==> config.mk <==
export PLATFORM = sky130hd
export DESIGN_NAME = pwm_fade_ctrl
export DESIGN_NICKNAME = d
export VERILOG_FILES = /design/src/rtl/pwm_fade_ctrl.sv
export SDC_FILE = /design/constraint.sdc
export NUM_CORES = 1
export LEC_CHECK = 0
export BUFFER_PORTS_ARGS = -buffer_cell sky130_fd_sc_hd__buf_2
export CAP_MARGIN = 20
export CORE_MARGIN = 2
export CORE_UTILIZATION = 47
export CTS_CLUSTER_SIZE = 30
export DETAILED_ROUTE_END_ITERATION = 6
export PLACE_DENSITY = 0.7
export RECOVER_POWER = 50
export SYNTH_ARGS = -nofsm -noshare
export SYNTH_HDL_FRONTEND = slang
export SYNTH_SLANG_ARGS = --single-unit
==> constraint.sdc <==
create_clock -name clk -period 5 [get_ports clk]
set_clock_uncertainty 0.05 [all_clocks]
set_input_delay 0.25 -clock clk [delete_from_list [all_inputs] [get_ports clk]]
set_output_delay 0.25 -clock clk [all_outputs]
set_load 0.02 [all_outputs]
==> src/rtl/pwm_fade_ctrl.sv <==
// Per-channel duty fader: config writes set targets, each fade tick sweeps all channels stepping duty toward target.
// Optional macro PWM_FADE_INSTANT_EN adds cfg_instant, which loads target and current duty together.
module pwm_fade_ctrl #(
  parameter int CH        = 4,
  parameter int CH_BITS   = 2,
  parameter int DATA_W    = 8,
  parameter int TICK_DIV  = 1000,
  parameter int TICK_BITS = 10,
  parameter int STEP      = 1
) (
  input  logic                 clk,
  input  logic                 rst_n,
  input  logic                 cfg_valid,
  output logic                 cfg_ready,
  input  logic [CH_BITS-1:0]   cfg_ch,
  input  logic [DATA_W-1:0]    cfg_target,
`ifdef PWM_FADE_INSTANT_EN
  input  logic                 cfg_instant,
`endif
  output logic [CH*DATA_W-1:0] duty_out,
  output logic [CH-1:0]        en_out,
  output logic [CH-1:0]        done,
  output logic                 busy
);

  typedef enum logic {S_IDLE, S_SWEEP} state_e;

  localparam logic [31:0] CH_U = 32'(CH);

  state_e               state_q;
  logic [TICK_BITS-1:0] tick_cnt_q;
  logic [CH_BITS-1:0]   idx_q;
  logic [DATA_W-1:0]    cur_q [CH];
  logic [DATA_W-1:0]    tgt_q [CH];
  logic [CH-1:0]        en_q;
  logic [CH-1:0]        done_q;
  logic                 ready_q;
  logic                 busy_q;

  logic                 tick;
  logic                 wr_hit;
  logic [DATA_W-1:0]    vis_cur;
  logic [DATA_W-1:0]    vis_tgt;
  logic [DATA_W-1:0]    vis_next;
  logic [DATA_W-1:0]    step_w;

  assign tick   = (tick_cnt_q == TICK_BITS'(TICK_DIV - 1));
  // Out-of-range channel writes still complete the handshake but touch nothing.
  assign wr_hit = cfg_valid && ready_q && (32'(cfg_ch) < CH_U);
  assign step_w = DATA_W'(STEP);

  always_comb begin
    vis_cur  = cur_q[idx_q];
    vis_tgt  = tgt_q[idx_q];
    vis_next = vis_cur;
    if (vis_cur < vis_tgt) begin
      vis_next = ((vis_tgt - vis_cur) > step_w) ? vis_cur + step_w : vis_tgt;
    end else if (vis_cur > vis_tgt) begin
      vis_next = ((vis_cur - vis_tgt) > step_w) ? vis_cur - step_w : vis_tgt;
    end
  end

  always_ff @(posedge clk or negedge rst_n) begin
    if (!rst_n) begin
      tick_cnt_q <= '0;
    end else if (tick) begin
      tick_cnt_q <= '0;
    end else begin
      tick_cnt_q <= tick_cnt_q + 1'b1;
    end
  end

  always_ff @(posedge clk or negedge rst_n) begin
    if (!rst_n) begin
      state_q <= S_IDLE;
      idx_q   <= '0;
      ready_q <= 1'b1;
      busy_q  <= 1'b0;
      en_q    <= '0;
      done_q  <= '0;
      for (int i = 0; i < CH; i++) begin
        cur_q[i] <= '0;
        tgt_q[i] <= '0;
      end
    end else begin
      done_q <= '0;
      case (state_q)
        S_IDLE: begin
          if (wr_hit) begin
            tgt_q[cfg_ch] <= cfg_target;
`ifdef PWM_FADE_INSTANT_EN
            if (cfg_instant) begin
              cur_q[cfg_ch] <= cfg_target;
              en_q[cfg_ch]  <= (cfg_target != '0);
            end
`endif
          end
          if (tick) begin
            state_q <= S_SWEEP;
            idx_q   <= '0;
            ready_q <= 1'b0;
            busy_q  <= 1'b1;
          end
        end
        S_SWEEP: begin
          if (vis_cur != vis_tgt) begin
            cur_q[idx_q]  <= vis_next;
            en_q[idx_q]   <= (vis_next != '0);
            done_q[idx_q] <= (vis_next == vis_tgt);
          end
          if (idx_q == CH_BITS'(CH - 1)) begin
            state_q <= S_IDLE;
            idx_q   <= '0;
            ready_q <= 1'b1;
            busy_q  <= 1'b0;
          end else begin
            idx_q <= idx_q + 1'b1;
          end
        end
        default: begin
          state_q <= S_IDLE;
          ready_q <= 1'b1;
          busy_q  <= 1'b0;
        end
      endcase
    end
  end

  for (genvar g = 0; g < CH; g++) begin : g_duty
    assign duty_out[g*DATA_W +: DATA_W] = cur_q[g];
  end

  assign en_out    = en_q;
  assign done      = done_q;
  assign cfg_ready = ready_q;
  assign busy      = busy_q;

endmodule

Yosys cells after proc, flatten, opt, wreduce, memory -nomap -nowiden
Cells that the tools add are included.
{ "classes": {"n_reduce_logical": 8, "muxes": 34, "add_sub_neg": 6, "shifts": 0, "n_mul": 0, "eq_ne": 6, "order_cmp": 10, "div": 0, "n_bitwise": 4} }
{ "op_table": {"columns": ["operator", "count"], "rows": [
  ["$mux 8", 10],
  ["$bwmux 32", 2],
  ["$bmux 8 s2", 2],
  ["$demux 8 s2", 2],
  ["$gt 8x1->1 const B", 2],
  ["$sub 8x8->8", 2],
  ["$add 10x1->10 const B", 1],
  ["$eq 10x10->1 const B", 1],
  ["$mux 10", 1],
  ["$add 8x1->8 const B", 1],
  ["$eq 8x8->1", 1],
  ["$gt 8x8->1", 1],
  ["$lt 8x8->1", 1],
  ["$mux 4", 2],
  ["$ne 8x8->1", 1],
  ["$reduce_bool 8->1", 1],
  ["$sub 8x1->8 const B", 1],
  ["$mux 1", 7],
  ["$ge 3x3->1 const B", 2],
  ["$lt 3x1->1 const B", 2],
  ["$not 2->3", 2],
  ["$pmux 1 s2", 3],
  ["$reduce_and 2->1", 3],
  ["$and 4x4->4", 1],
  ["12 further kinds", 16]
]} }
{ "totals": {"out_inout_bits": 42, "ramBits": 0, "latch_bits": 0, "ff_bits": 87, "elab_cells": 83, "n_memories": 0, "mem_bits_ro": 0} }

Logic depth before layout (Yosys ltp)
{ "depth": {"word_depth": 13, "ltp_mapped": 18, "ltp_nobuf": 14} }

Least setup slack after synthesis
Ideal clock, no wire load.
{ "synth_timing": {"path_kind": "flip-flop to flip-flop", "startpoint": "register idx_q[0]", "endpoint": "register done_q[0], in the netlist done[0]", "n_path_buf": 3, "stages_incl_launch_ff": 17, "setup_ns": 0.086, "setup_slack_ns": 0.238, "arrival_time_ns": 4.625, "cell_sequence": "dfrtp_1 -> buf_2 -> buf_2 -> mux4_2 -> ha_1 -> fa_1 -> nor2b_4 -> o21a_1 -> o221ai_1 -> a2111o_1 -> or2_1 -> buf_6 -> o311a_4 -> mux2i_1 -> o2111ai_1 -> or4_4 -> nor3_1"} }
{ "synth_between": {"elab_chain_len": 13, "elab_cells_between_ends": 29} }
{ "synth_lines": {"columns": ["item", "line_no", "rtl"], "rows": [
  ["start: declaration", "32", "logic [CH_BITS-1:0] idx_q;"],
  ["start signal: assignment", "117", "idx_q <= idx_q + 1'b1;"],
  ["$not 2->3 (not written as such)", "53, 54", null],
  ["$bmux 8 s2, on equally long branches", "53, 54", null],
  ["$mux 8, on equally long branches (2 in a row)", "53, 54", null],
  ["$sub 8x8->8", "59", "vis_next = ((vis_cur - vis_tgt) > step_w) ? vis_cur - step_w : vis_tgt;"],
  ["$gt 8x1->1", "59", null],
  ["$mux 8", "59", null],
  ["$mux 8", "58", "end else if (vis_cur > vis_tgt) begin"],
  ["$mux 8", "56", "if (vis_cur < vis_tgt) begin"],
  ["$eq 8x8->1", "109", "done_q[idx_q] <= (vis_next == vis_tgt);"],
  ["$and 4x4->4 (no source line)", null, null],
  ["$mux 4 *", "106", "if (vis_cur != vis_tgt) begin"],
  ["$mux 4 *", "87", "case (state_q)"],
  ["end signal: indexed assignment", "109", null],
  ["end: declaration", "36", "logic [CH-1:0] done_q;"]
]} }
Every way passes the cells marked *; elsewhere a longest branch is shown, timed or not. The select of a mux whose other input is x is not followed.
A chain may end at the register's enable or synchronous reset.

Worst setup path in the final report
{ "layout_timing": {"startpoint": "register idx_q[0]", "endpoint": "register done_q[2], in the netlist done[2]"} }
Same word-level chain as after synthesis.

==> summary.md <==
| Metric | Value |
|---|---|
| Outcome | `finished with violations` |
| Failing checks | `capacitance limit, slew limit` |
| Min cycle time layout | `~4700 ps` |
| DIE AREA | `approximately 12000 um2` |
| Hold Path Depth | `2` |
| Setup crit end kind | `flop` |
| Worst Max-Slew Pin Slew | `1800 ps` |
| Largest net degree at the start of global routing | `76` |
| RSZ-0062 raised after global routing | `false` |
| Final core utilization | `56.0%` |
| Initial antenna violation count | `0` |
| CP Class | `flop to flop` |
| Startpoint type of the worst setup path | `flop` |
| Clock latency at the later pin of the worst-skew pair | `between 300 and 400 ps` |
| I/O Pins | `55` |
| Core area | `around 11000 um2` |
| Synthesized Nets | `about 560` |
| Register area share after synthesis | `between 40% and 50%` |
| Die W | `110 um` |
| Final-stage net count | `approximately 620` |
| Detailed-route wire length | `~14000 um` |
| Worst Path Arrival | `4900 ps` |
| CP top delay family | `compound AO/OA/AOI/OAI gates` |
| Chip Height | `110 um` |
| Critical Path Max Stage Delay | `a little under 600 ps` |
| Yosys cell types | `71` |
| Final setup TNS | `0 ps` |
| Htree depth | `3` |
| Root cell of the clock tree | `clkbuf_16` |
| RR Startpoint | `idx_q[0]$_DFFE_PN0P_` |
| PortBufs | `54` |
| HPWL Detailed | `a little under 10000 um` |
| FF-to-FF setup slack | `~270 ps` |
| Final Hold Vio Count | `0` |
| CP required | `between 5000 and 6000 ps` |
| # setup viols final | `0` |
| Mapped Area | `roughly 5300 um2` |
| Vias in the first global route | `4233` |
| Rows | `38` |
| Seq cells post-synth | `87` |
| Pwr Total | `roughly 1.5 mW` |
| Residual DRC count | `0` |
| Hold/Removal Path Class | `input port to flop` |
| Power Density | `approximately 250 nW/um2` |
| Relative slew slack | `-20.1%` |
| Routability congestion estimate | `approximately 0.9` |
| CTS tree | `yes` |
| Vias post-DR | `4356` |
| Drt first pass iters | `6` |
| Primary FF master, synth | `dfrtp_1` |
| Max cap viols | `1` |
| Crit path cell chain | `buf_4, mux4_2, ha_1, fa_1, nor2b_4, o21a_1, o221ai_1, a2111o_1, or2_4, o311a_4, mux2i_1, o2111ai_1, or4_4, nor3_1` |
| Syn. warnings | `0` |
| Max stage delay cell, worst path | `mux4_2` |
| Layout cell share with drive strength beyond 1 | `between 10% and 20%` |
| Post-synth EDFFs | `0` |
| Reg clk slew, reported paths | `around 70 ps` |
| Iteration-0 DRC Markers | `315` |
| HP Start | `cfg_target[6]` |
| Leak Pwr | `2.72 nW` |
| Max frequency | `212 MHz` |
| Vias per cell | `between 5 and 6` |
| Post-synth ARST share | `between 90% and 100%` |
| Reg2Reg Depth | `14` |
| First-pass GRT wire length | `21500 um` |
| Crit path max fanout | `10` |
| Post-synthesis instance total | `520` |
| Routed len/inst | `~19 um` |
| GRT Util Overall | `23.0%` |
| Total clock sinks | `87` |
| Layout area overhead | `15.3%` |
| Final Max Tran Viols | `76` |
| Peak VDD IR | `approximately 0.22 mV` |
| Initial Util | `48.6%` |
| Hold EP | `tgt_q[30]$_DFFE_PN0P_` |
| Diode count | `0` |
| CTS max path bufs | `2` |
| Final period util | `94.5%` |
| Inserted Clock Buffers | `9` |
| Worst Path Buf+Inv | `1` |
| R2r endpoint | `done[2]$_DFF_PN0_` |
| Antenna viol nets, final | `0` |
| Total gr overflow | `0` |
| Syn_area_per_cell | `between 10 and 15 um2` |
-- worst max path at each step --
| stage | startpoint | to | depth (start not counted) |
|---|---|---|---|
| finish | idx_q[0]$_DFFE_PN0P_ | done[2]$_DFF_PN0_ | 14 |
| global placement | idx_q[0]$_DFFE_PN0P_ | done[1]$_DFF_PN0_ | 15 |
| floorplan | idx_q[0]$_DFFE_PN0P_ | done[0]$_DFF_PN0_ | 16 |
| global route | idx_q[0]$_DFFE_PN0P_ | done[2]$_DFF_PN0_ | 15 |
| CTS | idx_q[0]$_DFFE_PN0P_ | done[2]$_DFF_PN0_ | 15 |
| detailed placement | idx_q[0]$_DFFE_PN0P_ | done[2]$_DFF_PN0_ | 15 |
-- cell usage after synthesis (3+ instances only) --
cell type  number  share of area, %
dfrtp_1        86                40
nand2_1        56               4.0
o21ai_0        44               4.1
nor2_1         35               2.5
mux2_2         33               7.0
inv_1          25               1.8
nand3_1        23               2.2
ha_1           22               5.2
xnor2_1        21               3.5
a21oi_1        18               1.7
mux4_2         16               6.8
clkbuf_1       13              0.92
nor3_1         13               1.2
mux2i_1         9               1.7
o31ai_1         9               1.3
buf_2           7              0.66
xor2_1          5              0.82
nand4_1         4              0.47
nor4_1          4              0.47
o21a_1          4              0.57
a211oi_1        3              0.42
a21o_1          3              0.42
and2_1          3              0.35
nand2b_1        3              0.35
or2_2           3              0.35
or3_1           3              0.35
-- routing by layer --
layer | up-vias | GRT usage [%] | routed length, um
met5 | - | 0 | 0
met4 | 0 | 6.61 | 247
met3 | 29 | 4.06 | 861
met2 | 203 | 37.1 | 6600
met1 | 2136 | 32.0 | 5870
li1 | 1988 | - | -
-- state kept, by name, summed over array words and instances (netlist names) --
register / count
busy: 1
cfg_ready: 1
tgt_q: 32
tick_cnt_q: 10
state_q: 1
done: 4
duty_out: 32
idx_q: 2
en_out: 4
-- where the power goes --
group          total (mW)  switching [mW]  internal (mW)
registers           0.704               0          0.704
logic              0.0223          0.0180        0.00425
clock network       0.783           0.289          0.494
total                1.51           0.307           1.20
-- cell usage in the layout (no fill, tap or decap), drive strengths merged, types with 9 or more instances in the layout --
cell type,synthesis,routed
nor2,36,36
o21ai,45,45
ha,22,22
nand3,23,23
nand2,56,56
inv,25,27
mux4,16,16
mux2,33,33
buf,10,32
xnor2,21,21
o31ai,9,9
nor3,14,14
dfrtp,86,86
a21oi,19,19
clkbuf,14,54
mux2i,9,9
-- logic make-up after synthesis --
logic type	synth area share [%]
buf+inv	3.84
xor+xnor	4.29
mux	15.5
compound gates	14.5
simple gates	15.0
flops	41.0
fa+ha+maj	5.93
-- worst register-to-register path, delay by kind of cell (launching register included) --
family	cells	cell delay, ps
AOI/OAI and AO/OA	5	1320
adders and majority gates	2	670
buffers and inverters	1	240
DFF	1	350
muxes	2	750
and+or+nand+nor	4	1260
-- metrics by stage --
stage | hold slack, ps | instances | setup WS [ps] | area, um2
after detailed placement | 64.4 | 708 | 225 | 5790
after global routing | 137 | 729 | 23.6 | 6130
after CTS | 129 | 725 | 197 | 6140
after floorplan | -95.6 | 520 | 238 | 5310
after global placement | 58.7 | 708 | 382 | 5790
final | 133 | 729 | 273 | 6130
-- cell type report --
cell class | instances | area (um2)
Tap cell | 140 | 175
Multi-Input combinational cell | 384 | 2940
Inverter | 25 | 93.8
Clock buffer | 10 | 229
Fill cell | 964 | 4810
Sequential cell | 87 | 2180
Timing Repair Buffer | 77 | 389
Clock inverter | 6 | 118
-- repair_timing --
item / CTS / global route
resized for setup: 0 / 2
hold buffers: 1 / 0
endpoints found under the setup margin: 0 / 8
endpoints found under the hold margin: 12 / 0
setup buffers: 0 / 4
(Power assumes the default switching activity.)
